**src/rtl/serial_alu.sv**
```systemverilog
// serial_alu: multi-cycle ALU. It processes one bit, or one shift step, per clock.
// A one-cycle pulse on inp latches opcode/a/b and starts an operation.
// The operation then runs for N edges in RUN and returns to IDLE.
// Ports:
//   clk, rst_n  clock and asynchronous active-low reset
//   inp         start pulse; it also restarts an operation that is in progress
//   opcode      0 ADD, 1 SUB, 2 AND, 3 OR, 4 NOT, 5 SHL, 6 SHR, 7 MUL
//   a, b        N-bit operands
//   y           N-bit result (lower half of the product for MUL)
//   y_ext       upper half of the product for MUL, else 0
//   ovf         carry out for ADD, borrow for SUB, else 0
module serial_alu #(
  parameter int unsigned N = 8
) (
  input  logic         clk,
  input  logic         rst_n,
  input  logic         inp,
  input  logic [2:0]   opcode,
  input  logic [N-1:0] a,
  input  logic [N-1:0] b,
  output logic [N-1:0] y_ext,
  output logic [N-1:0] y,
  output logic         ovf
);

  localparam int unsigned CW = $clog2(N);
  localparam int unsigned PW = 2 * N;

  localparam logic [2:0] OP_ADD = 3'd0;
  localparam logic [2:0] OP_SUB = 3'd1;
  localparam logic [2:0] OP_AND = 3'd2;
  localparam logic [2:0] OP_OR  = 3'd3;
  localparam logic [2:0] OP_NOT = 3'd4;
  localparam logic [2:0] OP_SHL = 3'd5;
  localparam logic [2:0] OP_SHR = 3'd6;
  localparam logic [2:0] OP_MUL = 3'd7;

  typedef enum logic {IDLE = 1'b0, RUN = 1'b1} state_t;

  state_t          state;
  logic [CW-1:0]   cnt;
  logic [N-1:0]    a_r;
  logic [N-1:0]    b_r;
  logic [2:0]      op_r;
  logic            carry;

  // One bit-slice of the ripple adder. SUB adds the complement of b.
  logic            a_bit;
  logic            b_bit;
  logic            sum_c;
  logic            cout_c;
  logic            last_c;
  logic [PW-1:0]   addend_c;
  logic [PW-1:0]   acc_next_c;

  always_comb begin
    a_bit      = a_r[cnt];
    b_bit      = (op_r == OP_SUB) ? ~b_r[cnt] : b_r[cnt];
    sum_c      = a_bit ^ b_bit ^ carry;
    cout_c     = (a_bit & b_bit) | (carry & (a_bit ^ b_bit));
    last_c     = (cnt == CW'(N - 1));
    addend_c   = a_bit ? (PW'(b_r) << cnt) : '0;
    acc_next_c = {y_ext, y} + addend_c;
  end

  // FSM, operand latches and registered outputs.
  always_ff @(posedge clk or negedge rst_n) begin
    if (!rst_n) begin
      state <= IDLE;
      cnt   <= '0;
      a_r   <= '0;
      b_r   <= '0;
      op_r  <= OP_ADD;
      carry <= 1'b0;
      y     <= '0;
      y_ext <= '0;
      ovf   <= 1'b0;
    end else if (inp) begin
      // A start pulse always wins, even in RUN. Nothing is queued.
      state <= RUN;
      cnt   <= '0;
      a_r   <= a;
      b_r   <= b;
      op_r  <= opcode;
      carry <= (opcode == OP_SUB);
      y_ext <= '0;
      ovf   <= 1'b0;
      case (opcode)
        OP_SHL:  y <= a << 1;
        OP_SHR:  y <= a >> 1;
        default: y <= '0;
      endcase
    end else if (state == RUN) begin
      cnt <= cnt + CW'(1);
      if (last_c) begin
        state <= IDLE;
      end
      case (op_r)
        OP_ADD, OP_SUB: begin
          y[cnt] <= sum_c;
          carry  <= cout_c;
          // SUB reports a borrow, which is the inverse of the final carry.
          if (last_c) begin
            ovf <= (op_r == OP_SUB) ? ~cout_c : cout_c;
          end
        end
        OP_AND:  y[cnt] <= a_r[cnt] & b_r[cnt];
        OP_OR:   y[cnt] <= a_r[cnt] | b_r[cnt];
        OP_NOT:  y[cnt] <= ~a_r[cnt];
        OP_SHL:  y <= y << 1;
        OP_SHR:  y <= y >> 1;
        OP_MUL:  {y_ext, y} <= acc_next_c;
        default: y <= y;
      endcase
    end
  end

endmodule

```
**config.mk**
```make
export PLATFORM = sky130hd
export DESIGN_NAME = serial_alu
export DESIGN_NICKNAME = d
export VERILOG_FILES = /design/src/rtl/serial_alu.sv
export SDC_FILE = /design/constraint.sdc
export NUM_CORES = 1
export LEC_CHECK = 0
export ABC_AREA = 1
export CORE_ASPECT_RATIO = 2
export CORE_MARGIN = 5
export CORE_UTILIZATION = 29
export CTS_BUF_LIST = sky130_fd_sc_hd__clkbuf_2 sky130_fd_sc_hd__clkbuf_4 sky130_fd_sc_hd__clkbuf_8
export DETAILED_ROUTE_END_ITERATION = 8
export PLACE_DENSITY = 0.48
export SYNTH_ARGS = -nofsm -noshare
export SYNTH_HDL_FRONTEND = slang
export SYNTH_SLANG_ARGS = --single-unit
export TNS_END_PERCENT = 30
```
**constraint.sdc**
```tcl
create_clock -name clk -period 3.4 [get_ports clk]
set_clock_uncertainty 0.05 [all_clocks]
set_input_delay 0.68 -clock clk [delete_from_list [all_inputs] [get_ports clk]]
set_output_delay 0.68 -clock clk [all_outputs]
set_load 0.05 [all_outputs]
```
==> After elaboration in Yosys (flattened, before gate mapping) <==
Index checks and enable logic that the tools add are counted.
W data, S select, Z words.
{ "totals": {"regBits": 41, "latchBits": 0, "mem_bits_rw": 0, "rom_bits": 0, "input_bits": 22, "output_inout_bits": 17, "wordCells": 77, "mem_count": 0} }
{ "op_classes": {"add_sub_neg": 2, "multipliers": 0, "n_div": 0, "n_lt_le_gt_ge": 2, "n_eq_ne": 11, "shifts": 1, "n_mux": 32, "bitwise_logic": 10, "n_reduce_logical": 10} }
{ "op_table": {"columns": ["cell", "count"], "rows": [
  ["$pmux W8 S7", 1],
  ["$mux W8", 5],
  ["$bwmux W8", 4],
  ["$eq A3 B3 Y1 const B", 7],
  ["$add A16 B16 Y16", 1],
  ["$mux W16", 1],
  ["$pmux W8 S2", 1],
  ["$shl A8 B3 Y16", 1],
  ["$mux W1", 15],
  ["$reduce_bool A2 Y1", 4],
  ["$bmux W1 S3", 2],
  ["$eq A3 B1 Y1 const B", 2],
  ["$eq A3 B2 Y1 const B", 2],
  ["$mux W3", 2],
  ["$lt A3 B4 Y1 const B", 1],
  ["$reduce_and A2 Y1", 2],
  ["$add A3 B1 Y3 const B", 1],
  ["$and A1 B1 Y1", 3],
  ["$demux W1 S3", 1],
  ["$ge A3 B1 Y1 const B", 1],
  ["$logic_not A3 Y1", 1],
  ["$not A1 Y1", 3],
  ["$reduce_and A3 Y1", 1],
  ["$or A1 B1 Y1", 2],
  ["3 further kinds", 4]
]} }

==> Logic depth before layout (Yosys ltp) <==
Gate-level depths: netlist of the first run.
{ "depth": {"ltp_word": 13, "mapped_depth": 24, "ltp_nobuf": 22} }

==> Worst setup path before layout of the first run <==
OpenSTA, ideal clock, no wires.
{ "synth_timing": {"path_type": "flip-flop to flip-flop", "from": "register cnt[0]", "to": "register y_ext[7]", "setup_ps": 121, "arrival_time_ps": 2601, "required_time_ps": 3229, "path_slack_ps": 629, "stages_incl_launch_ff": 25, "n_path_buf": 2, "synth_period_minus_slack_ps": 2771, "path_cell_list": "dfrtp_1 > buf_4 > buf_2 > nand2_1 > o21ai_0 > nand2_1 > nand2_1 > nand2_1 > nor2_1 > a31oi_1 > inv_1 > ha_1 > nand2_1 > nand2_1 > a21oi_1 > nand2_1 > nand2_1 > a21oi_1 > nand2_1 > nand2_1 > nand2_1 > nand2_1 > nand3_1 > nand2_1 > nor2_1"} }
{ "synth_between": {"elab_chain_cells": 7, "elab_cells_between_ends": 8, "classes_between": "add/sub (1); shift (1); mux (6)"} }
{ "synth_lines": {"columns": ["element", "line", "rtl"], "rows": [
  ["start, declared", "41", "logic [CW-1:0] cnt;"],
  ["start signal, assigned", "94", "cnt <= cnt + CW'(1);"],
  ["$bmux W1 S3", "57", "a_bit = a_r[cnt];"],
  ["$mux W1 (not written as such)", "57", null],
  ["$mux W16 (*)", "62", "addend_c = a_bit ? (PW'(b_r) << cnt) : '0;"],
  ["$add A16 B16 Y16 (*)", "63", "acc_next_c = {y_ext, y} + addend_c;"],
  ["$mux W8 (*)", "98", "case (op_r)"],
  ["$mux W8 (*)", "93", "end else if (state == RUN) begin"],
  ["$mux W8 (*)", "78", "end else if (inp) begin"],
  ["end signal, assigned", "112", "OP_MUL: {y_ext, y} <= acc_next_c;"],
  ["end, declared", "21", "output logic [N-1:0] y_ext,"]
]} }
Every way passes the cells marked *; elsewhere a longest branch is shown, timed or not. The select of a mux whose other input is x is not followed.
A chain may end at the register's enable or synchronous reset.

==> Final worst setup path of the first run <==
Ends and elaborated chain as after synthesis.

==> results of run 1 <==
## metrics by stage
step	worst slack, ps	hold WS (ps)
after floorplan	628.5	334.4
after global placement	246.7	433.3
after global routing	28.75	516.3
final	347.7	457.7
after detailed placement	235.1	443.3
after CTS	231.0	470.9
## cells in the final DEF (no fill, tap or decap), types with 5 or more instances in the layout
cell type / instances
nand3_1: 43
a21oi_1: 35
o221a_2: 5
o21ai_0: 50
nand2_1: 180
buf_4: 10
inv_1: 67
dfrtp_1: 40
nor2_1: 49
o22ai_1: 10
clkbuf_8: 5
clkdlybuf4s50_1: 37
ha_1: 17
nand4_1: 12
## area by class of cell
type | instances | area (um^2) | area share
well taps | 150 | 187.7 | 0.04320
clock inverters | 2 | 38.79 | 0.008929
repair buffers | 48 | 450.4 | 0.1037
flip-flops and latches | 41 | 1027 | 0.2365
multi-input cells | 447 | 2295 | 0.5282
inverters | 71 | 269.0 | 0.06192
clock buffers | 6 | 76.32 | 0.01757
## power by group through the flow
stage          Sequential (uW)  Combinational [uW]  Clock [uW]
6_report                   604                 754         443
3_3_place_gp               614                 745           0
5_1_grt                    612                 833         465
4_1_cts                    604                 753         452
2_1_floorplan              665                 436           0
3_5_place_dp               613                 750           0
## worst max-delay path: stages, from the launching register on
cell,delay [ps]
dfrtp_1,380
buf_4,180
inv_2,210
nor2_4,80
nand2_2,90
nand2_1,70
nor2_2,160
nand2_4,110
a31oi_1,140
inv_1,60
ha_1,360
nand2_1,70
nand2_1,80
a21oi_1,80
nand2_1,70
nand2_1,70
a21oi_1,230
nand2_1,80
nand2_1,100
nand2_1,60
nand2_1,70
nand3_1,60
nand2_1,60
nor2_1,40
## registers in the layout, summed over array words and instances, names as in the netlist
name	cells
a_r	8
b_r	8
carry	1
cnt	3
op_r	3
ovf	1
state	1
y	8
y_ext	8
## cells by family after synthesis
kind of cell,after synthesis,synth area share
AO/OA/AOI/OAI,115,0.1804
XOR/XNOR,5,0.01198
adder cells (fa/ha/maj),19,0.06915
buffers and inverters,84,0.09140
flip-flops,41,0.2807
multiplexers,1,0.002739
AND/OR/NAND/NOR,307,0.3636
## final timing paths
kind | to | depth (start not counted) | slack [ps] | startpoint
min in group asynchronous | y_ext[5] | 1 | 470 | rst_n
worst max-delay path | y_ext[7] | 23 | 350 | cnt[0]
worst min-delay path | ovf | 2 | 460 | ovf
worst min register to register | ovf | 2 | 460 | ovf
max in group asynchronous | cnt[1] | 1 | 2110 | rst_n
worst max register to register | y_ext[7] | 23 | 350 | cnt[0]
## per-layer routing
layer  track usage  up-vias
met5             0        -
met4        0.1173        0
met3       0.02289       48
met2        0.3543      120
met1        0.1927     1886
li1              -     1977
## timing repair
action                     CTS  global route
setup endpoints to repair    0             2
resized for setup            0             2
buffers inserted             0             0
==> impl_metrics.yaml, run 1 <==
status:
  outcome: "completed"
setup_path:
  worstPathMaxFanout: 17
  critPathArrivalTime_ps: 3220
  required_ps: 3570
  cp-end-kind: "flip-flop"
  path_class: "flip-flop to flip-flop"
  startpoint_type: "flip-flop"
sta:
  fin_crit_ps: 3052
  worst_slew_margin_rel: 0.3122
  rsz0062_at_grt: "false"
  max_freq_mhz: 327.6
  min_period_over_period: 0.8977
  final_max_slew_viol_count: 0
  finalHoldViolCount: 0
  tightest_slew_ps: 1032
  setup_tns_ps: 0
  setup_viol: 0
pwr:
  netSwitchingFraction: 0.4341
  power_density_nw_per_um2: 414.6
  p_int_uw: 1019
  seqPwrFrac: 0.335
  power_frac_comb: 0.419
  p_sw_uw: 781.9
  ir_drop_uv: 194.2
  power_leakage_uw: 0.002171
  power_uw: 1801
  clockPowerShare: 0.246
routing:
  drc: 0
  wl_met2_mm: 7.665
  first_pass_iters: 5
  routedWlPerCell_um: 18.12
  drt_iter0_drc: 261
  wl_mm: 13.86
  antenna_left: 0
  wl_met3_um: 420
  num_vias: 4031
  top_layer_used: "met4"
  vias_per_cell: 5.269
  m1WireLength_mm: 4.895
worst_hold_path:
  worstHoldPathType: "flip-flop to flip-flop"
synth:
  synth_top_flop_cell: "dfrtp_1"
  synth_cell_types: 43
  seq_area_frac_synth: 0.2807
  syn_nets: 613
  synth-seq-cells: 41
  async_reset_ff_frac: 1.000
  synthesis.area_um2: 3655
  synthTopCellsByCount: "180 x nand2_1, 67 x inv_1, 50 x o21ai_0"
  ys_warn_count: 0
  avgSynthCellArea_um2: 6.389
  synth_area_leaders: "dfrtp_1 28%, nand2_1 18%, inv_1 6.9%, o21ai_0 6.8%, nand3_1 5.9%"
  synth_edf_count: 0
  synth_top_area_share: 0.2807
  yosysTopAreaCell: "dfrtp_1"
  post-synth-top-count-cell: "nand2_1"
  synthCells: 572
place:
  place.gp.congestion: 0.9324
  port_buffers: 38
  hpwl_mm: 11.27
  placed_area_um2: 4225
  dp_cells: 757
floorplan:
  die_area_um2: 15080
  die_x_um: 89.38
  die_h_um: 168.8
  ios: 39
  core_area_um2: 12480
  core.rowCount: 58
  initial_core_util: 0.2928
global_routing:
  grt.total_usage: 0.1912
  grt_max_degree: 42
  grt_pass1_wl_mm: 21.54
  antenna_found_initial: 0
  overflow: 0
  grt_pass1_vias: 4053
clock_network:
  cts_buffers: 5
  root_buffer: "clkbuf_8"
  ctsHoldBuffers: 0
  tritoncts: "yes"
  htreeDepth: 2
  clk_pin_slew_ps: 100
  cts.sinks: 41
  clk_latency_ps: 320
  cts_max_path_buffers: 2
layout:
  final_cells: 765
  drive_gt1_frac: 0.07805
  post-route-util: 0.3480
  fillers: 1405
  fin_nets: 655
  final_area_um2: 4344
  synthToLayoutAreaGrowth_pct: 18.86
  diodes: 0
flow_run:
  cap_violations: 0
Power figures use the tool's default switching activity.
==> run 2: changes to the inputs <==
--- a/config.mk
+++ b/config.mk
@@ -11,6 +11,7 @@
 export CORE_UTILIZATION = 29
 export CTS_BUF_LIST = sky130_fd_sc_hd__clkbuf_2 sky130_fd_sc_hd__clkbuf_4 sky130_fd_sc_hd__clkbuf_8
 export DETAILED_ROUTE_END_ITERATION = 8
+export HOLD_SLACK_MARGIN = 0.06
 export PLACE_DENSITY = 0.48
 export SYNTH_ARGS = -nofsm -noshare
 export SYNTH_HDL_FRONTEND = slang
==> results of run 2 <==
No change in the layout: final DEF, timing and power equal those of run 1.
==> run 3: changes to the inputs <==
--- a/config.mk
+++ b/config.mk
@@ -10,6 +10,7 @@
 export CORE_MARGIN = 5
 export CORE_UTILIZATION = 29
 export CTS_BUF_LIST = sky130_fd_sc_hd__clkbuf_2 sky130_fd_sc_hd__clkbuf_4 sky130_fd_sc_hd__clkbuf_8
+export CTS_CLUSTER_DIAMETER = 60
 export DETAILED_ROUTE_END_ITERATION = 8
 export HOLD_SLACK_MARGIN = 0.06
 export PLACE_DENSITY = 0.48
==> results of run 3 <==
No change in the layout: final DEF, timing and power equal those of run 1.
